## src/rtl/mem_arbiter_pkg.sv

```systemverilog
// Shared types for the instruction/data RAM arbiter: bus typedefs, FSM and
// owner encodings, and the latched request bundle that also drives the RAM.
package mem_arbiter_pkg;

  typedef logic [31:0] inst_addr_t;
  typedef logic [31:0] inst_t;
  typedef logic [31:0] ram_addr_t;
  typedef logic [31:0] ram_data_t;

  typedef enum logic {CHIP_DISABLE = 1'b0, CHIP_ENABLE = 1'b1} chip_status_t;

  typedef enum logic [1:0] {IDLE, ISSUE, WAIT, DONE} arb_state_t;

  typedef enum logic {OWNER_INST, OWNER_DATA} arb_owner_t;

  typedef struct packed {
    chip_status_t ce;
    logic         we;
    ram_addr_t    addr;
    ram_data_t    wdata;
    logic [3:0]   sel;
  } mem_req_t;

  localparam mem_req_t MEM_REQ_IDLE = '{ce: CHIP_DISABLE, we: 1'b0, addr: '0, wdata: '0, sel: '0};

endpackage

```

## src/rtl/mem_arbiter.sv

```systemverilog
// Single-port RAM arbiter between fetch and load/store: one access at a time
// (grant, issue, wait latency, capture, ack), data-first with a fetch starvation guard.
module mem_arbiter
  import mem_arbiter_pkg::*;
#(
  parameter int RAM_LATENCY  = 1,
  parameter int STARVE_LIMIT = 4
) (
  input  logic        clk,
  input  logic        rst,
  input  logic        inst_req,
  input  logic [31:0] inst_addr,
  output logic        inst_ack,
  output logic [31:0] inst_data,
  input  logic        data_req,
  input  logic        data_we,
  input  logic [31:0] data_addr,
  input  logic [31:0] data_wdata,
  input  logic [3:0]  data_sel,
  output logic        data_ack,
  output logic [31:0] data_rdata,
  output logic        ram_ce,
  output logic        ram_we,
  output logic [31:0] ram_addr,
  output logic [31:0] ram_wdata,
  output logic [3:0]  ram_sel,
  input  logic [31:0] ram_rdata,
  output logic        stall_req
);

  localparam logic [3:0] LAT = 4'(RAM_LATENCY);
  localparam logic [3:0] LIM = 4'(STARVE_LIMIT);

  arb_state_t state, state_nxt;
  arb_owner_t owner;
  mem_req_t   req_q, ram_req;
  logic [3:0] lat_cnt, starve_cnt;
  logic       grant, grant_inst;

  always_comb begin
    state_nxt  = state;
    grant      = 1'b0;
    grant_inst = 1'b0;
    ram_req    = req_q;
    ram_req.ce = CHIP_DISABLE;
    case (state)
      IDLE: if (inst_req || data_req) begin
        grant      = 1'b1;
        // fetch only wins a tie once data has had its run of consecutive grants
        grant_inst = inst_req && (!data_req || starve_cnt == LIM);
        state_nxt  = ISSUE;
      end
      ISSUE: begin
        ram_req.ce = req_q.ce;
        state_nxt  = WAIT;
      end
      WAIT:    if (lat_cnt == 4'd1) state_nxt = DONE;
      DONE:    state_nxt = IDLE;
      default: state_nxt = IDLE;
    endcase
  end

  always_ff @(posedge clk) begin
    if (rst) begin
      state      <= IDLE;
      owner      <= OWNER_INST;
      req_q      <= MEM_REQ_IDLE;
      lat_cnt    <= '0;
      starve_cnt <= '0;
      inst_ack   <= 1'b0;
      data_ack   <= 1'b0;
      inst_data  <= '0;
      data_rdata <= '0;
    end else begin
      state    <= state_nxt;
      inst_ack <= 1'b0;
      data_ack <= 1'b0;
      if (grant) begin
        owner       <= grant_inst ? OWNER_INST : OWNER_DATA;
        req_q.ce    <= CHIP_ENABLE;
        req_q.we    <= grant_inst ? 1'b0 : data_we;
        req_q.addr  <= grant_inst ? inst_addr : data_addr;
        req_q.wdata <= grant_inst ? '0 : data_wdata;
        req_q.sel   <= grant_inst ? 4'hF : data_sel;
        if (grant_inst || !inst_req) starve_cnt <= '0;
        else if (starve_cnt != LIM)  starve_cnt <= starve_cnt + 4'd1;
      end
      if (state == ISSUE) lat_cnt <= LAT;
      else if (state == WAIT) begin
        lat_cnt <= lat_cnt - 4'd1;
        if (lat_cnt == 4'd1) begin
          if (owner == OWNER_INST) begin
            inst_data <= ram_rdata;
            inst_ack  <= 1'b1;
          end else begin
            data_rdata <= ram_rdata;
            data_ack   <= 1'b1;
          end
        end
      end
    end
  end

  assign ram_ce    = ram_req.ce;
  assign ram_we    = ram_req.we;
  assign ram_addr  = ram_req.addr;
  assign ram_wdata = ram_req.wdata;
  assign ram_sel   = ram_req.sel;

  assign stall_req = (inst_req & ~inst_ack) | (data_req & ~data_ack);

endmodule

```

## config.mk

```make
export PLATFORM = sky130hd
export DESIGN_NAME = mem_arbiter
export DESIGN_NICKNAME = d
export VERILOG_FILES = /design/src/rtl/mem_arbiter_pkg.sv /design/src/rtl/mem_arbiter.sv
export SDC_FILE = /design/constraint.sdc
export NUM_CORES = 1
export LEC_CHECK = 0
export BUFFER_PORTS_ARGS = -buffer_cell sky130_fd_sc_hd__buf_2
export CAP_MARGIN = 20
export CELL_PAD_IN_SITES_DETAIL_PLACEMENT = 1
export CELL_PAD_IN_SITES_GLOBAL_PLACEMENT = 2
export CORE_UTILIZATION = 26
export CTS_CLUSTER_DIAMETER = 200
export DETAILED_ROUTE_END_ITERATION = 16
export PLACE_DENSITY_LB_ADDON = 0.1
export SYNTH_ARGS = -nofsm -noshare
export SYNTH_HDL_FRONTEND = slang
export SYNTH_SLANG_ARGS = --single-unit
```

## constraint.sdc

```tcl
create_clock -name clk -period 2.65 [get_ports clk]
set_clock_uncertainty 0.05 [all_clocks]
set_input_delay 0.3975 -clock clk [delete_from_list [all_inputs] [get_ports clk]]
set_output_delay 0.3975 -clock clk [all_outputs]
set_load 0.01 [all_outputs]
```

## Word level (Yosys, flattened, before mapping)

Cells that the tools add are included.

- Register bits: 147
- Bits in latches: 0
- RAM bits: 0
- Memory bits (read-only): 0
- Input bits: 137
- Output and inout bits: 137
- Logic and storage cells: 67
- Memories: 0

- Add/sub/neg operators: 2
- $mul: 0
- Div/mod/pow operators: 0
- Order comparisons: 0
- Eq/ne operators: 8
- Shift operators: 0
- Multiplexer cells: 19
- Bitwise operators: 9
- Reductions and logical operators: 15

Operators by type and width:

| kind | number |
|---|---|
| $mux 32 | 2 |
| $mux 4 | 3 |
| $mux 1 | 11 |
| $pmux 2 s4 | 1 |
| $reduce_and 4->1 | 2 |
| $not 1->1 | 6 |
| $add 4x1->4 const B | 1 |
| $eq 2x2->1 const B | 2 |
| $eq 4x1->1 const B | 1 |
| $eq 4x3->1 const B | 1 |
| $mux 2 | 2 |
| $ne 4x3->1 const B | 1 |
| $reduce_and 2->1 | 2 |
| $reduce_bool 2->1 | 2 |
| $reduce_or 4->1 | 1 |
| $sub 4x1->4 const B | 1 |
| $logic_or 1x1->1 | 3 |
| $and 1x1->1 | 2 |
| $eq 2x1->1 const B | 1 |
| $logic_not 1->1 | 2 |
| $logic_not 2->1 | 1 |
| $ne 2x1->1 const B | 1 |
| $ne 2x2->1 const B | 1 |
| $reduce_or 2->1 | 1 |
| 2 further kinds | 2 |

## Depth between registers and ports, before layout

Gate-level depths: netlist of the first run.

- Depth in word-level cells: 8
- Gate-level depth with buffers: 8
- Gate-level depth less buffers: 6

## Least setup slack after synthesis of the first run

OpenSTA, ideal clock, no wires.

- Path type: register to register
- Start: reg state[1]
- End: reg data_rdata[3]
- Library setup time: 132 ps
- Arrival time: 1671 ps
- Data required time: 2468 ps
- Path slack: 797 ps
- Stages on the path, launching flop included: 9
- Buffers on the path: 3
- Period minus slack after synthesis: 1853 ps
- Path through: dfxtp_1 -> inv_1 -> ha_1 -> clkbuf_1 -> or4b_1 -> clkbuf_1 -> buf_2 -> nand2_1 -> a21oi_1

- Cells in the longest elaborated chain, start to end: 3
- Elaborated cells on any way between the ends: 4
- Those cells by class: eq/ne (2); bitwise (1); reduce/logical (1)

RTL lines:

| element | RTL line | RTL |
|---|---|---|
| start, declared | mem_arbiter.sv:34 | `arb_state_t state, state_nxt;` |
| start signal, assigned | mem_arbiter.sv:75 | `state <= state_nxt;` |
| $eq 2x1->1 | mem_arbiter.sv:88 | `if (state == ISSUE) lat_cnt <= LAT;` |
| $not 1->1 (no source line) | - |  |
| $reduce_and 4->1 (no source line) * | - |  |
| end signal, assigned | mem_arbiter.sv:96 | `data_rdata <= ram_rdata;` |
| end, declared | mem_arbiter.sv:21 | `output logic [31:0] data_rdata,` |

Every way passes the cells marked *; elsewhere a longest branch is shown, timed or not.
A chain may end at the register's enable or synchronous reset.

## Worst setup path in the final report of the first run

- Start: reg state[0]
- End: reg req_q, in the netlist ram_addr[21]

- Cells in the longest elaborated chain, start to end: 3
- Elaborated cells on any way between the ends: 4
- Those cells by class: mux (3); reduce/logical (1)

RTL lines:

| element | RTL line | RTL |
|---|---|---|
| $logic_not 2->1 * | mem_arbiter.sv:46 | `case (state)` |
| $mux 1 | mem_arbiter.sv:46 |  |
| $mux 32 | mem_arbiter.sv:82 | `req_q.addr <= grant_inst ? inst_addr : data_addr;` |
| end, declared | mem_arbiter.sv:36 | `mem_req_t req_q, ram_req;` |

Marked as above.

==> results of run 1 <==
## cells in the final DEF, fill, tap and decap left out, types with 2 or more instances in the layout
master | Yosys | layout
buf_12 | 0 | 3
nand3b_1 | 2 | 2
nor3_1 | 6 | 6
clkbuf_16 | 0 | 17
a211oi_1 | 36 | 36
inv_8 | 0 | 5
dfxtp_1 | 147 | 147
nand2_1 | 101 | 101
clkinv_4 | 0 | 4
ha_1 | 7 | 7
nor2_1 | 114 | 114
buf_4 | 68 | 11
inv_1 | 12 | 12
nor2b_1 | 2 | 2
a22oi_1 | 34 | 34
mux2i_1 | 33 | 33
buf_2 | 17 | 272
inv_6 | 0 | 3
a21oi_1 | 69 | 67
## kinds of logic (layout without fill, tap and decap cells)
family,after synthesis,count (layout),share of synthesized area
AND/OR/NAND/NOR,234,234,0.158
flip-flops,147,147,0.485
adder cells (fa/ha/maj),7,7,0.0144
AO/OA/AOI/OAI,149,149,0.156
buffers and inverters,129,330,0.129
XOR/XNOR,2,2,0.00289
multiplexers,33,33,0.0545
## worst max-delay path, cell delays in order, from the launching register on
cell and delay (ns):
dfxtp_1 0.36, inv_1 0.07, ha_1 0.30, nand2_1 0.14, a21o_1 0.40, buf_4 0.33, nand2_1 0.08, a211oi_1 0.23
## report_power, final
group,internal (mW),total (mW),leakage (nW),switching (mW)
clock,1.37,2.46,0.298,1.09
sequential,2.55,2.73,1.20,0.183
combinational,0.786,2.01,2.11,1.23
## through the flow
stage	power (mW)	worst slack, ns
3_5_place_dp	4.83	0.530
2_1_floorplan	4.34	0.797
5_1_grt	7.70	0.356
6_report	7.20	0.574
3_3_place_gp	4.76	0.652
4_1_cts	7.36	0.511
## routing by layer
metal | share of wire | track usage
met1 | 0.42 | 0.178
met4 | 0.013 | 0.0481
met3 | 0.065 | 0.0482
met2 | 0.50 | 0.280
met5 | 0 | 0
## final cells by class
class	count	area share
Clock buffer	18	0.0559
Clock inverter	14	0.0209
Inverter	12	0.00573
Multi-Input combinational cell	425	0.302
Sequential cell	147	0.374
Tap cell	313	0.0498
Timing Repair Buffer	286	0.191
## sequential cells by signal (all words and copies together), names as in the netlist
name and flops:
data_rdata 32, state 2, data_ack 1, lat_cnt 4
req_q 1, inst_data 32, inst_ack 1, ram_sel 4
ram_wdata 32, ram_we 1, starve_cnt 4, owner 1
ram_addr 32
## cell usage after synthesis
cell type and n:
nand3b_1 2, nor3b_1 1, buf_4 68, and3b_1 1, buf_6 3, nor3_1 6
nor4b_2 1, or4b_1 1, buf_1 1, o21ai_0 1, mux2i_1 33, clkbuf_1 28
or3b_2 1, o22ai_1 1, o21a_1 1, xor2_1 1, a311oi_1 1, xnor2_1 1
inv_1 12, o21ai_1 1, nor2b_1 2, nor2_1 114, nand2b_2 1, nor4_4 1
a41oi_1 1, a21oi_1 69, dfxtp_1 147, ha_1 7, buf_2 17, a211oi_1 36
nand2_1 101, a21o_1 1, nand2b_1 1, a22oi_1 34, and2_1 1, a32oi_1 1
a31o_2 1, a2111oi_0 1
## worst max-delay path by stage
stage | endpoint | slack (ns) | start | cells past startpoint
after floorplan | data_rdata[3] | 0.80 | state[1] | 8
final | ram_addr[21] | 0.57 | state[0] | 7
after CTS | ram_addr[21] | 0.51 | state[0] | 7
after global routing | ram_addr[21] | 0.36 | state[0] | 7
after detailed placement | ram_addr[21] | 0.53 | state[0] | 7
after global placement | inst_data[26] | 0.65 | state[0] | 7
==> summary.txt, run 1 <==
Worst hold path
  • Hold crit path type: in -> reg
  • Hold Path Origin: data_wdata[15]
  • Worst hold path cell count: 3
  • Hold Path End: ram_wdata[15]

Clocking
  • TritonCTS clock tree: built
  • Clk sinks: 147
  • Num CTS Buffers: 17
  • Post-cts resize count: 0
  • Clk_lat worst skew: 0.41 ns
  • Htree depth: 4
  • Hold Buf Count CTS: 0
  • CTS root buf: clkbuf_16
  • Worst-path clk slew: 0.07 ns
  • Max clock buf depth: 2
  • # Post-CTS Setup Buffers: 0

STA
  • Final worst path period need: 2.08 ns
  • Max-slew headroom: 0.535
  • Final Hold Vio Count: 0
  • Hold Slack: 0.159 ns
  • Setup violators final: 0
  • RSZ-0062 raised after global routing: false
  • Slew @ Worst Pin: 0.694 ns
  • Final setup TNS: 0 ns
  • Tcrit/Tclk final: 0.783
  • Achievable Freq: 482 MHz
  • Max-slew violations: 0

Final layout
  • Utilization after layout: 0.345
  • Multi-input gate area: 2370 sq um
  • Final nets: 1033
  • Final instance area: 7860 sq um
  • Area added between synthesis and finish: 29.6%
  • Share of layout cells above drive strength 1: 0.361
  • Fillers: 2743
  • Antenna cells: 0
  • Final Non-Filler Cells: 1215
  • Storage cell area: 2940 sq um

Synthesis
  • Share of the synthesized area in the top cell type: 0.485
  • Mapped Avg Cell Area: 8.65 sq um
  • Synthesis-stage register bit count: 147
  • Synth Warn #: 0
  • Mapped Area: 6060 sq um
  • Seq/Total Area, Yosys: 0.485
  • Synth cell types: 38
  • Synth area leader: dfxtp_1
  • Synth Instances: 701
  • Synth top area cells: dfxtp_1 49%, buf_4 8.4%, nor2_1 7.1%, nand2_1 6.3%, a21oi_1 5.7%
  • Post-synth net total: 845

Global routing
  • Initial antenna violation count: 0
  • Largest net degree at the start of global routing: 64
  • GR Util All Layers: 0.157
  • First-pass GRT wire length: 29.3 mm
  • Vias in the first global route: 5551
  • GRT overflow: 0

Route
  • Vias per std cell: 4.41
  • Final antenna-violating net count: 0
  • DR WL/cell: 15.3 um
  • DRC: 0
  • Via Count: 5353
  • WL final: 18.6 mm
  • Detailed Routing Iterations Pass 1: 4
  • First-iteration detailed-routing DRC count: 156

Power
  • Pwr per Cell Area: 916 nW/um^2
  • LEAKAGE: 3.61 nW
  • Worst-case vdd ir drop: 348 uV

Critical path
  • Worst R2R Start: state[0]
  • Crit-path max FO: 19
  • Reg-to-Reg End: ram_addr[21]
  • R2R depth: 7
  • Type of destination of the critical path: flip-flop
  • Critical Path RT: 2.92 ns
  • Setup slack, reg-to-reg: 0.57 ns
  • Startpoint Class: flip-flop
  • Critical Path AT: 2.35 ns
  • Crit Path Class: reg -> reg

Die
  • Die area: 23900 sq um
  • Die Wd: 155 um
  • Area of the core: 22800 sq um
  • Die Ht: 155 um
  • Row count: 55
  • Num ports: 274
  • Starting Density: 0.266

Placement
  • GP Congestion: 0.716
  • Detailed Place HPWL: 13.3 mm
  • Port Buffer Count: 273
  • Dpl cell area: 7260 sq um
  • Number of cells after detailed placement: 1183

Run status
  • Status: completed

Flow run
  • MaxCap Viol Count: 0
No activity file was read; power rests on OpenSTA's default activity.
==> run 2: changes to the inputs <==
--- a/config.mk
+++ b/config.mk
@@ -5,11 +5,12 @@
 export SDC_FILE = /design/constraint.sdc
 export NUM_CORES = 1
 export LEC_CHECK = 0
+export ABC_AREA = 1
 export BUFFER_PORTS_ARGS = -buffer_cell sky130_fd_sc_hd__buf_2
 export CAP_MARGIN = 20
 export CELL_PAD_IN_SITES_DETAIL_PLACEMENT = 1
 export CELL_PAD_IN_SITES_GLOBAL_PLACEMENT = 2
-export CORE_UTILIZATION = 26
+export CORE_UTILIZATION = 25
 export CTS_CLUSTER_DIAMETER = 200
 export DETAILED_ROUTE_END_ITERATION = 16
 export PLACE_DENSITY_LB_ADDON = 0.1
==> constraint.sdc (replaced) <==
create_clock -name clk -period 1.95 [get_ports clk]
set_clock_uncertainty 0.05 [all_clocks]
set_input_delay 0.2925 -clock clk [delete_from_list [all_inputs] [get_ports clk]]
set_output_delay 0.2925 -clock clk [all_outputs]
set_load 0.01 [all_outputs]
==> run 2 against run 1 <==
Compared with the run above: clock power is 32% higher; clock-buffer cell count stayed put; non-clock buffer count is 4 higher; synthesized cell count is 27% higher; sequential cell count stayed put; register-to-register slack worse by 0.31 ns; critical endpoint is now data_rdata[5]; largest cell class unchanged.
==> summary.txt, run 2 <==
Clocking
  • Worst-path clk slew: 0.07 ns (about the same)
  • Max clock buf depth: 2 (unchanged)
  • TritonCTS clock tree: built
  • Post-cts resize count: 0 (unchanged)
  • Clk sinks: 147 (unchanged)
  • CTS root buf: clkbuf_16
  • # Post-CTS Setup Buffers: 0 (unchanged)
  • Clk_lat worst skew: 0.41 ns (about the same)
  • Hold Buf Count CTS: 0 (unchanged)
  • Num CTS Buffers: 17 (unchanged)
  • Htree depth: 4 (unchanged)

Global routing
  • Met3 Use GR: 0.0677 (+0.0195)
  • Largest net degree at the start of global routing: 76 (+19%)
  • Routing usage on met2: 0.256 (-0.0236)
  • Met1 usage: 0.193 (+0.0145)
  • First-pass GRT wire length: 33.0 mm (+13%)
  • GRT busiest layer: met2
  • GRT overflow: 0 (unchanged)
  • GR Util All Layers: 0.159 (+0.00249)
  • Vias in the first global route: 6220 (+12%)
  • Initial antenna violation count: 1 (+1)

STA
  • Setup violators final: 0 (unchanged)
  • Achievable Freq: 591 MHz (+23%)
  • Tcrit/Tclk final: 0.867 (+0.0838)
  • Slew @ Worst Pin: 0.640 ns (-0.0548 ns)
  • Final setup TNS: 0 ns (unchanged)
  • Final Hold Vio Count: 0 (unchanged)
  • Hold Slack: 0.0480 ns (-0.111 ns)
  • Final worst path period need: 1.69 ns (-0.385 ns)
  • Setup ws final: 0.259 ns (-0.315 ns)
  • RSZ-0062 raised after global routing: false
  • Max-slew headroom: 0.573 (+0.0376)
  • Max-slew violations: 0 (unchanged)

Die
  • Starting Density: 0.256 (-0.0103)
  • Num ports: 274 (unchanged)
  • Die area: 26500 sq um (+11%)
  • Die Ht: 163 um (+5.2%)
  • Row count: 58 (+5.5%)
  • Die Wd: 163 um (+5.2%)
  • Area of the core: 25300 sq um (+11%)

Synthesis
  • Synth Instances: 889 (+27%)
  • Post-synth EDFFs: 0 (unchanged)
  • Ys async rst share: 0 (unchanged)
  • Synthesis-stage register bit count: 147 (unchanged)
  • Synth Area in Compound Gates: 0.0890 (-0.0669)
  • Adder-Cell Fraction of Synth Area: 0.0135 (-0.000894)
  • Synth area leader: dfxtp_1
  • Post-Synth XOR/XNOR Area: 0.00135 (-0.00153)
  • Synth top area cells: dfxtp_1 46%, nor2_1 12%, buf_4 9.2%, nand3_1 8.2%, nand2_1 6.6%
  • Seq/Total Area, Yosys: 0.455 (-0.0301)
  • Mapped Area: 6460 sq um (+6.6%)
  • Largest family of logic cells by synthesized area: simple AND/OR/NAND/NOR gates
  • Post-synth net total: 1033 (+22%)
  • Synth top cells by count: 209 x nor2_1, 147 x dfxtp_1, 113 x nand2_1
  • Mapped Avg Cell Area: 7.27 sq um (-16%)
  • Synth cell types: 27 (-29%)
  • Mux share of post-synthesis cell area: 0 (-0.0545)
  • Simple-gate share of the synthesized area: 0.282 (+0.125)
  • Top-count cell post-synth: nor2_1
  • Synth Warn #: 0 (unchanged)
  • Share of the synthesized area in the top cell type: 0.455 (-0.0301)
  • Synth Flop Type: dfxtp_1

Placement
  • Port Buffer Count: 273 (unchanged)
  • Number of cells after detailed placement: 1386 (+17%)
  • Worst slack at placement: 0.272 ns (-0.258 ns)
  • Dpl cell area: 7660 sq um (+5.5%)
  • Detailed Place HPWL: 14.3 mm (+7.1%)
  • GP Congestion: 0.708 (-1.1%)

Flow run
  • MaxCap Viol Count: 0 (unchanged)

Power
  • Internal power: 6.60 mW (+40%)
  • Seq pwr share: 0.375 (-0.004)
  • LEAKAGE: 4.26 nW (+18%)
  • Worst-case vdd ir drop: 605 uV (+74%)
  • Pwr Total: 10.4 mW (+45%)
  • Pwr per Cell Area: 1270 nW/um^2 (+38%)
  • Sw Ratio: 0.366 (+0.0197)
  • Power share of the clock group: 0.312 (-0.030)
  • Power share of the combinational group: 0.313 (+0.033)
  • Sw Pwr: 3.82 mW (+53%)

Route
  • Via Count: 6087 (+14%)
  • DR WL/cell: 14.7 um (-4.0%)
  • Final antenna-violating net count: 0 (unchanged)
  • WL final: 20.8 mm (+12%)
  • Detailed Routing Iterations Pass 1: 4 (unchanged)
  • Vias per std cell: 4.29 (-2.6%)
  • First-iteration detailed-routing DRC count: 271 (+74%)
  • DRC: 0 (unchanged)

Critical path
  • Crit-path max FO: 32 (+13)
  • Critical Path RT: 2.26 ns (-0.66 ns)
  • Type of destination of the critical path: flip-flop
  • Critical Path AT: 2.00 ns (-0.35 ns)
  • Startpoint Class: flip-flop
  • Crit Path Class: reg -> reg

Final layout
  • Utilization after layout: 0.326 (-0.0190)
  • Share of layout cells above drive strength 1: 0.307 (-0.0544)
  • Most common cell after layout, fill and taps aside: buf_2
  • Final instance area: 8230 sq um (+4.8%)
  • Most frequent cells in the layout: 273 x buf_2, 209 x nor2_1, 147 x dfxtp_1
  • Area added between synthesis and finish: 27.4%
  • Final Non-Filler Cells: 1419 (+17%)
  • Final nets: 1219 (+18%)

Worst hold path
  • Hold crit path type: in -> reg

Run status
  • Status: completed
run 2: cell count changes in the layout (fill, tap and decap cells not counted), moves of 4 or more:
cell / delta
nand3_1: +106
nor2_1: +95
o21ai_0: +52
inv_1: +42
a211oi_1: -35
a22oi_1: -34
mux2i_1: -33
a21oi_1: -27
o21ai_1: +18
nand2_1: +12
inv_2: +5
nor3_1: -5
buf_12: +4
inv_6: +4
run 2: cell type report:
cell class	count	area (sq um)
Antenna cell	1	2.50
Sequential cell	147	2940
Timing Repair Buffer	290	1580
Clock buffer	18	439
Inverter	59	221
Tap cell	330	413
Multi-Input combinational cell	560	2500
Clock inverter	14	136
Fill cell	3233	17000
run 2: power groups by stage:
stage	logic, mW	registers, mW	clock network [mW]
5_1_grt	3.71	4.00	3.51
3_5_place_dp	3.34	3.98	0
3_3_place_gp	3.34	3.97	0
6_report	3.26	3.91	3.25
4_1_cts	3.36	3.92	3.39
2_1_floorplan	2.62	3.98	0
run 2: routing by layer:
layer / up-vias / wire length (um)
met2: 168 / 9210
met3: 13 / 2000
met4: 2 / 187
li1: 3120 / -
met1: 2784 / 9380
met5: - / 17
run 2: kinds of logic after synthesis:
family,count (synthesis)
AOI/OAI and AO/OA,114
buffers and inverters,182
and+or+nand+nor,438
DFF,147
xor gates and xnor gates,1
adders and majority gates,7
run 2: path summary, 6_finish.rpt:
kind | start | end | slack, ns | depth (start not counted)
setup / recovery | state[1] | data_rdata[5] | 0.26 | 8
hold / removal | data_sel[1] | ram_sel[1] | 0.05 | 3
setup reg to reg | state[1] | data_rdata[5] | 0.26 | 8
hold reg to reg | ram_we | ram_we | 0.41 | 2
run 2: worst max-delay path, stage by stage, from the launching register on:
cell and delay [ns]:
dfxtp_1 0.36, inv_1 0.08, ha_1 0.23, inv_1 0.10, nand3_1 0.08, nor2_2 0.15, buf_4 0.34, o21ai_0 0.14
nor2_1 0.10
==> run 3: changes to the inputs <==
--- a/config.mk
+++ b/config.mk
@@ -10,7 +10,7 @@
 export CAP_MARGIN = 20
 export CELL_PAD_IN_SITES_DETAIL_PLACEMENT = 1
 export CELL_PAD_IN_SITES_GLOBAL_PLACEMENT = 2
-export CORE_UTILIZATION = 25
+export CORE_UTILIZATION = 27
 export CTS_CLUSTER_DIAMETER = 200
 export DETAILED_ROUTE_END_ITERATION = 16
 export PLACE_DENSITY_LB_ADDON = 0.1
==> constraint.sdc (replaced) <==
create_clock -name clk -period 2.2 [get_ports clk]
set_clock_uncertainty 0.05 [all_clocks]
set_input_delay 0.33 -clock clk [delete_from_list [all_inputs] [get_ports clk]]
set_output_delay 0.33 -clock clk [all_outputs]
set_load 0.01 [all_outputs]
==> run 3 against run 2 <==
Compared with the run above: sequential share of layout area rose by 0.15 points; first-iteration DRC count rose by 5.2%; sequential power fell by 11%; critical path depth did not move; wire length fell by 2.9%.
==> summary.txt, run 3 (synthesis gave the netlist of run 2 again) <==
Run status
  • Status: completed

Final layout
  • Final instance area: 8200 sq um (-0.43%)
  • Most common cell after layout, fill and taps aside: buf_2
  • Share of layout cells above drive strength 1: 0.304 (-0.00348)
  • Most frequent cells in the layout: 273 x buf_2, 209 x nor2_1, 147 x dfxtp_1
  • Area added between synthesis and finish: 26.8%
  • Final Non-Filler Cells: 1404 (-1.1%)
  • Utilization after layout: 0.349 (+0.0233)
  • Final nets: 1216 (-0.25%)

STA
  • Final Hold Vio Count: 0 (unchanged)
  • Final worst path period need: 1.79 ns (+0.100 ns)
  • Final setup TNS: 0 ns (unchanged)
  • Achievable Freq: 558 MHz (-5.6%)
  • Slew @ Worst Pin: 0.704 ns (+0.0647 ns)
  • Tcrit/Tclk final: 0.814 (-0.0531)
  • Max-slew headroom: 0.530 (-0.0432)
  • Hold Slack: 0.0853 ns (+0.0373 ns)
  • Setup ws final: 0.409 ns (+0.150 ns)
  • Setup violators final: 0 (unchanged)
  • Max-slew violations: 0 (unchanged)
  • RSZ-0062 raised after global routing: false

Critical path
  • Type of destination of the critical path: flip-flop
  • Family with the most delay on the worst path: simple AND/OR/NAND/NOR gates
  • Critical Path AT: 2.09 ns (+0.09 ns)
  • Critical Path RT: 2.50 ns (+0.24 ns)
  • CP bufs+invs: 2 (-1)
  • Crit Path Class: reg -> reg
  • Crit-path max FO: 34 (+6.3%)
  • Startpoint Class: flip-flop
  • CP max-delay cell: dfxtp_1
  • Crit-path max cell delay: 0.37 ns (about the same)
  • Cell Chain, Critical Path: inv_1 -> ha_1 -> nand3_1 -> nand2_2 -> nand2_2 -> buf_12 -> nand3_1 -> a21oi_1

Global routing
  • Met1 usage: 0.201 (+0.00873)
  • Initial antenna violation count: 3 (+2)
  • Met3 Use GR: 0.0759 (+0.00814)
  • Largest net degree at the start of global routing: 71 (-6.6%)
  • GR Util All Layers: 0.169 (+0.00949)
  • GRT busiest layer: met2
  • GRT overflow: 0 (unchanged)
  • Vias in the first global route: 6182 (-0.61%)
  • Routing usage on met2: 0.275 (+0.0191)
  • First-pass GRT wire length: 32.4 mm (-2.0%)

Route
  • DRC: 0 (unchanged)
  • First-iteration detailed-routing DRC count: 285 (+5.2%)
  • DR WL/cell: 14.4 um (-1.8%)
  • Vias per std cell: 4.31 (+0.54%)
  • Via Count: 6055 (-0.53%)
  • Final antenna-violating net count: 0 (unchanged)
  • WL final: 20.2 mm (-2.9%)
  • Detailed Routing Iterations Pass 1: 4 (unchanged)

Die
  • Row count: 56 (-3.4%)
  • Die Wd: 157 um (-3.7%)
  • Die Ht: 157 um (-3.7%)
  • Starting Density: 0.275 (+0.0194)
  • Num ports: 274 (unchanged)
  • Die area: 24600 sq um (-7.3%)
  • Area of the core: 23500 sq um (-7.1%)

Clocking
  • Htree depth: 4 (unchanged)
  • Clk sinks: 147 (unchanged)
  • Worst-path clk slew: 0.07 ns (about the same)
  • CTS root buf: clkbuf_16
  • Clk_lat worst skew: 0.42 ns (about the same)
  • Hold Buf Count CTS: 0 (unchanged)
  • Post-cts resize count: 0 (unchanged)
  • # Post-CTS Setup Buffers: 0 (unchanged)
  • Max clock buf depth: 2 (unchanged)
  • Num CTS Buffers: 17 (unchanged)
  • TritonCTS clock tree: built

Placement
  • Worst slack at placement: 0.400 ns (+0.128 ns)
  • Number of cells after detailed placement: 1372 (-1.0%)
  • GP Congestion: 0.709 (+0.18%)
  • Detailed Place HPWL: 13.8 mm (-3.6%)
  • Dpl cell area: 7590 sq um (-0.80%)
  • Port Buffer Count: 273 (unchanged)

Worst hold path
  • Hold crit path type: in -> reg

Power
  • Sw Pwr: 3.26 mW (-15%)
  • Pwr per Cell Area: 1140 nW/um^2 (-10%)
  • Power share of the clock group: 0.327 (+0.015)
  • Power share of the combinational group: 0.300 (-0.013)
  • Worst-case vdd ir drop: 524 uV (-13%)
  • Seq pwr share: 0.373 (-0.002)
  • Internal power: 6.06 mW (-8.2%)
  • Sw Ratio: 0.350 (-0.0167)
  • LEAKAGE: 4.23 nW (-0.67%)
  • Pwr Total: 9.31 mW (-11%)

Flow run
  • MaxCap Viol Count: 0 (unchanged)
run 3: cell types whose count changed in the layout (fill, tap and decap cells not counted):
cell	before	now
inv_6	7	6
bufinv_16	0	3
clkinv_2	1	0
clkbuf_8	1	0
buf_4	10	9
buf_12	7	5
clkinv_4	1	0
clkbuf_1	0	1
clkinvlp_4	0	4
inv_8	4	0
clkinv_8	1	0
run 3: cell type report:
class	instances	area, sq um
clock inverters	13	173
flip-flops and latches	147	2940
repair buffers	287	1530
well taps	319	399
diodes	1	2.50
inverters	59	221
fillers	3009	15300
multi-input cells	560	2500
clock buffers	18	429
run 3: per-layer routing:
layer / share of wire / vias up
met4: 0.0073 / 4
met2: 0.45 / 167
met1: 0.45 / 2756
li1: - / 3113
met5: 0.0011 / -
met3: 0.092 / 15
run 3: worst reg2reg max path: stages (launching register included):
cell and delay (ns):
dfxtp_1 0.37, inv_1 0.09, ha_1 0.19, nand3_1 0.09, nand2_2 0.18, nand2_2 0.27, buf_12 0.23, nand3_1 0.11
a21oi_1 0.14
run 3: path summary, 6_finish.rpt:
check           startpoint  cells past startpoint  slack [ns]             to
min            data_sel[3]                      3        0.09     ram_sel[3]
min reg2reg   ram_wdata[1]                      2        0.41   ram_wdata[1]
max          starve_cnt[0]                      8        0.41  ram_wdata[22]
max reg2reg  starve_cnt[0]                      8        0.41  ram_wdata[22]
run 3: power by group through the flow:
stage               Combinational, mW  Clock [mW]  Sequential, mW
finish                           2.79        3.04            3.47
global route                     3.17        3.30            3.55
CTS                              2.87        3.17            3.48
detailed placement               2.86           0            3.54
global placement                 2.86           0            3.53
floorplan                        2.32           0            3.52
